**src/rtl/core_sequencer.sv**
```systemverilog
// core_sequencer -- multicycle control FSM for the RV32I core.
//
// Walks each instruction through FETCH -> DECODE -> EXEC -> [MEM] -> [WRITE]
// and handshakes with instruction memory, data memory and the UART ports.
// It also produces the IR, register-file and PC write strobes, keeps the
// cycle and retired-instruction counters, and halts on a bus timeout.
//
// Parameters
//   CNT_W    width of cycle_cnt / instret_cnt
//   TIMEOUT  longest allowed handshake wait in cycles (1..2^16-1)
//
// Ports
//   clk, rst                  clock; asynchronous active-low reset
//   run                       permits starting a new fetch
//   mem_read, mem_write,      decoded op flags, sampled in EXEC
//   reg_write, data_in, data_out
//   imem_ack, dmem_ack        memory completion acks
//   rx_valid, tx_ready        UART handshake inputs
//   state                     phase: 0 FETCH, 1 DECODE, 2 EXEC, 3 MEM, 4 WRITE, 5 HALT
//   imem_req, dmem_req        memory requests
//   rx_ready, tx_valid        UART handshake outputs
//   ir_we, rf_we, pc_we       one-cycle write strobes (pc_we = instruction retires)
//   bus_err                   sticky handshake-timeout flag
//   cycle_cnt, instret_cnt    free-running cycle and retired-instruction counters
module core_sequencer #(
    parameter int CNT_W   = 32,
    parameter int TIMEOUT = 255
) (
    input  logic             clk,
    input  logic             rst,
    input  logic             run,
    input  logic             mem_read,
    input  logic             mem_write,
    input  logic             reg_write,
    input  logic             data_in,
    input  logic             data_out,
    input  logic             imem_ack,
    input  logic             dmem_ack,
    input  logic             rx_valid,
    input  logic             tx_ready,
    output logic [2:0]       state,
    output logic             imem_req,
    output logic             dmem_req,
    output logic             rx_ready,
    output logic             tx_valid,
    output logic             ir_we,
    output logic             rf_we,
    output logic             pc_we,
    output logic             bus_err,
    output logic [CNT_W-1:0] cycle_cnt,
    output logic [CNT_W-1:0] instret_cnt
);

    typedef enum logic [2:0] {
        S_FETCH  = 3'd0,
        S_DECODE = 3'd1,
        S_EXEC   = 3'd2,
        S_MEM    = 3'd3,
        S_WRITE  = 3'd4,
        S_HALT   = 3'd5
    } state_t;

    // A wait times out in the cycle that would bring the count to TIMEOUT.
    localparam logic [15:0] WAIT_LIMIT = 16'(TIMEOUT - 1);

    state_t      state_q;
    state_t      state_d;
    logic        op_rd;
    logic        op_wr;
    logic        op_in;
    logic        op_out;
    logic        op_rw;
    logic [15:0] wait_q;
    logic [15:0] wait_d;
    logic        bus_err_q;
    logic        waiting;
    logic        timeout_hit;
    logic        mem_ls;
    logic        mem_done;

    assign state   = state_q;
    assign bus_err = bus_err_q;

    always_comb begin
        state_d     = state_q;
        imem_req    = 1'b0;
        dmem_req    = 1'b0;
        rx_ready    = 1'b0;
        tx_valid    = 1'b0;
        ir_we       = 1'b0;
        rf_we       = 1'b0;
        pc_we       = 1'b0;
        waiting     = 1'b0;
        timeout_hit = 1'b0;
        mem_ls      = op_rd | op_wr;
        // Completion of the single MEM sub-operation, by priority.
        mem_done    = mem_ls ? dmem_ack : (op_in ? rx_valid : tx_ready);

        // Strobes and requests are forced low while reset is held.
        if (rst) begin
            case (state_q)
                S_FETCH: begin
                    imem_req = run;
                    if (run && imem_ack) begin
                        ir_we   = 1'b1;
                        state_d = S_DECODE;
                    end else if (run) begin
                        waiting = 1'b1;
                    end
                end
                S_DECODE: begin
                    state_d = S_EXEC;
                end
                S_EXEC: begin
                    if (mem_read || mem_write || data_in || data_out) begin
                        state_d = S_MEM;
                    end else if (reg_write) begin
                        state_d = S_WRITE;
                    end else begin
                        pc_we   = 1'b1;
                        state_d = S_FETCH;
                    end
                end
                S_MEM: begin
                    dmem_req = mem_ls;
                    rx_ready = !mem_ls && op_in;
                    tx_valid = !mem_ls && !op_in && op_out;
                    if (mem_done) begin
                        if (op_rw) begin
                            state_d = S_WRITE;
                        end else begin
                            pc_we   = 1'b1;
                            state_d = S_FETCH;
                        end
                    end else begin
                        waiting = 1'b1;
                    end
                end
                S_WRITE: begin
                    rf_we   = 1'b1;
                    pc_we   = 1'b1;
                    state_d = S_FETCH;
                end
                default: begin
                    state_d = S_HALT;
                end
            endcase

            if (waiting && (wait_q == WAIT_LIMIT)) begin
                timeout_hit = 1'b1;
                state_d     = S_HALT;
            end
        end

        // Every state change (entry to FETCH/MEM, completed handshake)
        // restarts the wait count.
        if (state_d != state_q) begin
            wait_d = '0;
        end else if (waiting) begin
            wait_d = wait_q + 16'd1;
        end else begin
            wait_d = wait_q;
        end
    end

    always_ff @(posedge clk or negedge rst) begin
        if (!rst) begin
            state_q     <= S_FETCH;
            op_rd       <= 1'b0;
            op_wr       <= 1'b0;
            op_in       <= 1'b0;
            op_out      <= 1'b0;
            op_rw       <= 1'b0;
            wait_q      <= '0;
            bus_err_q   <= 1'b0;
            cycle_cnt   <= '0;
            instret_cnt <= '0;
        end else begin
            state_q   <= state_d;
            wait_q    <= wait_d;
            cycle_cnt <= cycle_cnt + CNT_W'(1);
            if (timeout_hit) begin
                bus_err_q <= 1'b1;
            end
            if (state_q == S_EXEC) begin
                op_rd  <= mem_read;
                op_wr  <= mem_write;
                op_in  <= data_in;
                op_out <= data_out;
                op_rw  <= reg_write;
            end
            if (pc_we) begin
                instret_cnt <= instret_cnt + CNT_W'(1);
            end
        end
    end

endmodule

```
**config.mk**
```make
export PLATFORM = sky130hd
export DESIGN_NAME = core_sequencer
export DESIGN_NICKNAME = d
export VERILOG_FILES = /design/src/rtl/core_sequencer.sv
export SDC_FILE = /design/constraint.sdc
export NUM_CORES = 1
export LEC_CHECK = 0
export ABC_CLOCK_PERIOD_IN_PS = 7500
export CELL_PAD_IN_SITES_DETAIL_PLACEMENT = 1
export CELL_PAD_IN_SITES_GLOBAL_PLACEMENT = 1
export CORE_ASPECT_RATIO = 0.6
export CORE_MARGIN = 2
export CORE_UTILIZATION = 43
export DETAILED_ROUTE_END_ITERATION = 7
export GPL_TIMING_DRIVEN = 1
export PLACE_DENSITY_LB_ADDON = 0.1
export SLEW_MARGIN = 40
export SYNTH_ARGS = -nofsm -noshare
export SYNTH_HDL_FRONTEND = slang
export SYNTH_SLANG_ARGS = --single-unit
```
**constraint.sdc**
```tcl
create_clock -name clk -period 7.5 [get_ports clk]
set_input_delay 1.875 -clock clk [delete_from_list [all_inputs] [get_ports clk]]
set_output_delay 1.875 -clock clk [all_outputs]
set_load 0.01 [all_outputs]
```
==> results_dict.tcl, run 1 <==
set metrics [dict create \
    io_pins 87 \
    place.detailed.hpwl_um 8625 \
    clock_latency_ns 0.34 \
    syn-num-nets 442 \
    multi_input_area_um2 2173 \
    ir_drop_mv 0.1359 \
    cts_sinks 89 \
    totalWireLength_um 12200 \
    cap_viol_max_count 0 \
    cts_root_buf "clkbuf_16" \
    drc 0 \
    p_leak_nw 2.514 \
    syn2layout_area_growth_pct 29.26 \
    fin_crit_sh_pct 81.36 \
    crit_required_ns 5.62 \
    path_clk_slew_ns 0.06 \
    htreeDepth 3 \
    cp-end-kind "output pin" \
    ctsHoldBuffers 0 \
    grt_max_degree 73 \
    synth_cell_types 53 \
    synth_area_per_cell_um2 10.51 \
    yosysSeqAreaShare_pct 49.75 \
    cp-start-kind "primary input" \
    synthArstFlopShare_pct 100.0 \
    status "finished clean" \
    grt_pass1_wl_um 20410 \
    ys.warnings.count 0 \
    synthesis.area_um2 4477 \
    initial_core_util_pct 44.84 \
    globalRouteTotalUtil_pct 22.98 \
    ff_latch_area_um2 2227 \
    dieArea_um2 11270 \
    max_freq_ghz 0.1639 \
    vias 3632 \
    met3_usage_pct 5.983 \
    io_buffers 86 \
    via_per_inst 5.579 \
    post_cts_buffers 0 \
    cts_buffers 9 \
    tightest_slew_ns 0.7708 \
    fillerInstances 1070 \
    top_usage_layer "met2" \
    hold_violations 0 \
    clk_path_buf_depth 2 \
    worstPathMaxFanout 7 \
    core_um2 9985 \
    ys_seq_elements 89 \
    cp.arrival_ns 4.23 \
    gr-usage-met2_pct 34.16 \
    rows 28 \
    relSlewSlack_pct 48.45 \
    firstDrtPassIters 4 \
    synth_cells 426 \
    num_antenna_cells 0 \
    setup-tns-final_ns 0 \
    grt_overflow 0 \
    hold_ws_ns 0.4699 \
    first_iter_violations 167 \
    routedWlPerCell_um 18.73 \
    rsz0062_at_grt "no" \
    final_layout_size_suffix_gt1_share_pct 6.395 \
    ant_nets 0 \
    synth_ff_type "dfrtp_1" \
    worst-setup-path-type "primary input to output pin" \
    min_period_ns 6.102 \
    gp_congestion 0.8158 \
    hp-class "flip-flop to flip-flop" \
    cts_tree "yes" \
    setup_viol 0 \
    antenna_found_initial 0 \
    grt_pass1_vias 3810 \
    finClkSkew_ns 0.009611 \
    cts-resized-gates 0 \
    die_y_um 83.04 \
    p_per_area_nw_per_um2 233.9 \
    final_nets 527 \
    drv_slew 0 \
    synth-edff-count 0 \
    die_x_um 135.7 \
    use_met1_pct 34.15 \
]
## per-stage QoR
step / util (%) / cell area [um2] / instances / worst slack [ns] / power [mW]
after floorplan: - / 4477 / 426 / 2.491 / 0.7765
after global placement: 54.59 / 5450 / 635 / 1.457 / 0.8810
after detailed placement: 54.79 / 5470 / 635 / 1.412 / 0.8980
after CTS: 57.86 / 5777 / 651 / 1.383 / 1.362
after global routing: 57.96 / 5787 / 651 / 1.309 / 1.428
final: 57.96 / 5787 / 651 / 1.398 / 1.354
## Yosys cell counts, drive strengths merged (2+ instances only)
master   count  share of area (%)
inv         11               0.92
clkbuf       6               0.50
nand4       20                2.8
a211oi       3               0.61
o211ai       8                1.6
mux2         2               0.50
and3        16                2.2
xnor2       43                8.4
o2111ai      3               0.59
o2111a       2               0.50
nand2       39                3.3
a31oi        2               0.42
buf          7               0.87
or3          2               0.28
or4          2               0.34
nor3        15                1.7
ha           4                1.1
dfrtp       89                 50
and4         8                1.6
and2         3               0.42
o211a        2               0.45
nand3       24                2.7
o21ai       10                1.2
nor4        24                3.8
a21oi       10                1.1
a21o         2               0.34
o21bai       2               0.42
nand2b       2               0.28
nor2        16                1.3
xor2        33                6.5
nor3b        3               0.50
## report_power, final
| group | total (mW) | switching (mW) | internal [mW] |
|---|---|---|---|
| sequential | 0.577 | 0.0638 | 0.514 |
| clock | 0.456 | 0.188 | 0.268 |
| combinational | 0.321 | 0.196 | 0.125 |
| total | 1.35 | 0.448 | 0.906 |
## cells by family (layout without fill, tap and decap cells)
family | Yosys count | in the layout | synth area share (%)
multiplexers | 3 | 3 | 0.7266
XOR/XNOR | 76 | 76 | 14.87
buffers and inverters | 24 | 114 | 2.292
AO/OA/AOI/OAI | 49 | 49 | 8.664
adder cells (fa/ha/maj) | 4 | 4 | 1.118
flip-flops | 89 | 89 | 49.75
AND/OR/NAND/NOR | 181 | 181 | 22.58
## final timing paths
check / endpoint / cells after the start / startpoint / slack (ns)
max: pc_we / 6 / mem_write / 1.40
min: bus_err / 1 / bus_err / 0.47
max reg2reg: wait_q[15] / 5 / state[0] / 4.44
min reg2reg: bus_err / 1 / bus_err / 0.47
max in group asynchronous: cycle_cnt[3] / 2 / rst / 5.00
min in group asynchronous: instret_cnt[25] / 1 / rst / 1.52
## registers in the layout, summed over array words and instances (netlist names)
name / flops
op_rw: 1
bus_err: 1
wait_q: 16
op_wr: 1
op_in: 1
instret_cnt: 32
cycle_cnt: 32
state: 3
op_out: 1
op_rd: 1
## per-layer routing
layer	vias up	routed length, um
li1	1727	-
met1	1835	6281
met2	64	5289
met3	6	530
met4	0	94
met5	-	0
## critical path, cell delays in order
cell and delay, ns:
clkdlybuf4s50_1 0.45, or4_1 0.63, o32ai_4 0.44, o21ai_1 0.21, inv_1 0.09, clkdlybuf4s50_1 0.53
## layout by cell type (no fill, tap or decap), types with 10 or more instances in the layout
| cell type | synthesis | layout |
|---|---|---|
| nor3_1 | 15 | 15 |
| a21oi_1 | 10 | 10 |
| dfrtp_1 | 89 | 89 |
| clkdlybuf4s50_1 | 0 | 85 |
| nor4_1 | 21 | 21 |
| xor2_1 | 33 | 33 |
| and3_1 | 16 | 16 |
| nand2_1 | 39 | 39 |
| nand3_1 | 24 | 24 |
| nor2_1 | 16 | 16 |
| nand4_1 | 20 | 20 |
| inv_1 | 11 | 11 |
| xnor2_1 | 43 | 43 |
## cell type report
class / count / area share [%]
timing repair buffer: 87 / 15.03
clock buffer: 10 / 4.130
clock inverter: 6 / 1.168
tap: 135 / 2.919
sequential: 89 / 38.49
multi-input combinational: 313 / 37.56
inverter: 11 / 0.7135
No activity file was read; power rests on OpenSTA's default activity.
==> run 2: changes to the inputs <==
ABC_CLOCK_PERIOD_IN_PS = 5700   (was 7500)
CORE_UTILIZATION = 40   (was 43)
clock period = 5.7 ns   (was 7.5 ns; I/O delays follow)
==> run 2 against run 1 <==
Worst setup slack got worse by 0.89 ns; sequential power is 33% higher; power up 38%; flip-flop and latch count unchanged; critical path depth did not move; first-iteration DRC count increased by 47%; wire length increased by 0.89%; highest routed layer unchanged.
==> results_dict.tcl, run 2 (same netlist as run 1, synthesis figures left out) <==
set metrics [dict create \
    status "finished clean" \
    holdPathEnd "bus_err" \
    intPower_mw 1.265 \
    rsz0062_at_grt "no" \
    grt_pass1_wl_um 20900 \
    hold_violations 0 \
    switching_power_uw 598.9 \
    vias 3666 \
    drv_slew 0 \
    p_leak_nw 2.534 \
    rr_endpoint "wait_q[1]" \
    clk_path_buf_depth 2 \
    multi_input_area_um2 2172 \
    cts_root_buf "clkbuf_16" \
    firstDrtPassIters 4 \
    total_power_mw 1.864 \
    gp_congestion 0.8347 \
    pwr-share-comb_pct 22.6 \
    final_nets 528 \
    antenna_found_initial 0 \
    final_util_pct 54.19 \
    worstPathMaxFanout 7 \
    num_antenna_cells 0 \
    initial_core_util_pct 41.68 \
    ctsHoldBuffers 0 \
    ir_drop_mv 0.1587 \
    cp.arrival_ns 3.77 \
    ant_nets 0 \
    die_x_um 140.6 \
    finClkSkew_ns 0.009154 \
    cp-end-kind "output pin" \
    pwr-share-clk_pct 36.4 \
    drc 0 \
    fin_crit_sh_pct 91.10 \
    swShare_pct 32.13 \
    p_seq_share_pct 41.0 \
    die_y_um 85.95 \
    p_per_area_nw_per_um2 320.2 \
    rr_worst_depth 5 \
    cts-resized-gates 0 \
    r2r-start "state[0]" \
    place.detailed.hpwl_um 8800 \
    tightest_slew_ns 0.7668 \
    cp-start-kind "primary input" \
    grt_pass1_vias 3828 \
    cts_buffers 9 \
    core_um2 10740 \
    setup_viol 0 \
    cap_viol_max_count 0 \
    cts_tree "yes" \
    io_buffers 86 \
    fillerInstances 1161 \
    worst-setup-path-type "primary input to output pin" \
    setup-tns-final_ns 0 \
    max_freq_ghz 0.1926 \
    via_per_inst 5.597 \
    path_clk_slew_ns 0.07 \
    rows 29 \
    grt_overflow 0 \
    ff2ff_setup_slack_ns 2.70 \
    grt_max_degree 47 \
    post_dp_cell_area_um2 5488 \
    crit_required_ns 4.28 \
    hp-class "flip-flop to flip-flop" \
    post_cts_buffers 0 \
    most-common-layout-cells "dfrtp_1 (89), clkdlybuf4s50_1 (85), xnor2_1 (43)" \
    clock_latency_ns 0.35 \
    fin_area_um2 5821 \
    reg.largest.list "cycle_cnt x32, instret_cnt x32, wait_q x16" \
    routedWlPerCell_um 18.79 \
    dieArea_um2 12080 \
    relSlewSlack_pct 48.49 \
    syn2layout_area_growth_pct 30.02 \
    totalWireLength_um 12310 \
    holdCritStartpoint "bus_err" \
    globalRouteTotalUtil_pct 22.03 \
    final_layout_size_suffix_gt1_share_pct 6.395 \
    final_common_cell "dfrtp_1" \
    hold_depth 1 \
    cts_sinks 89 \
    ff_latch_area_um2 2227 \
    first_iter_violations 246 \
    min_period_ns 5.193 \
    htreeDepth 3 \
    io_pins 87 \
]
-- run 2: changes by cell type in the layout (fill, tap and decap cells not counted), sizes merged --
| cell | delta |
|---|---|
| clkbuf | -1 |
| clkinvlp | -1 |
| clkinv | -1 |
| bufinv | +2 |
| buf | +1 |
-- run 2: power by group through the flow --
stage          clock, mW  combinational [mW]  sequential, mW
2_1_floorplan          0               0.281           0.741
3_3_place_gp           0               0.393           0.768
3_5_place_dp           0               0.418           0.772
4_1_cts            0.691               0.423           0.763
5_1_grt            0.716               0.468           0.776
6_report           0.678               0.421           0.765
-- run 2: critical path: stages --
cell             delay, ns
clkdlybuf4s50_1       0.44
or4_1                 0.63
o32ai_4               0.43
o21ai_1               0.21
inv_1                 0.10
clkdlybuf4s50_1       0.53
-- run 2: final cells by class --
cell class                      instances  area share, %
Sequential cell                        89          38.26
Multi-Input combinational cell        313          37.32
Clock buffer                            9          3.869
Inverter                               11         0.7094
Tap cell                              139          2.988
Timing Repair Buffer                   88          15.00
Clock inverter                          6          1.849
-- run 2: through the flow --
stage	setup slack, ns	cells	hold slack (ns)
after global placement	0.5605	640	0.4418
final	0.5073	655	0.4575
after floorplan	1.591	426	0.4376
after global routing	0.3636	655	0.4905
after CTS	0.4952	655	0.4595
after detailed placement	0.5070	640	0.4443
-- run 2: how the worst max path moves through the flow --
stage               slack, ns    end  startpoint  cells after the start
detailed placement       0.51  pc_we   mem_write                      6
finish                   0.51  pc_we   mem_write                      6
CTS                      0.50  pc_we   mem_write                      6
global route             0.36  pc_we   mem_write                      6
global placement         0.56  pc_we   mem_write                      6
floorplan                1.59  pc_we   mem_write                      4
-- run 2: per-layer routing --
layer  GRT usage, %  vias up  part of all wire [%]
met4          6.455        0                   1.2
li1               -     1717                     -
met2          31.55       83                    42
met1          32.52     1854                    51
met5              0        -                     0
met3          6.309       12                   5.3
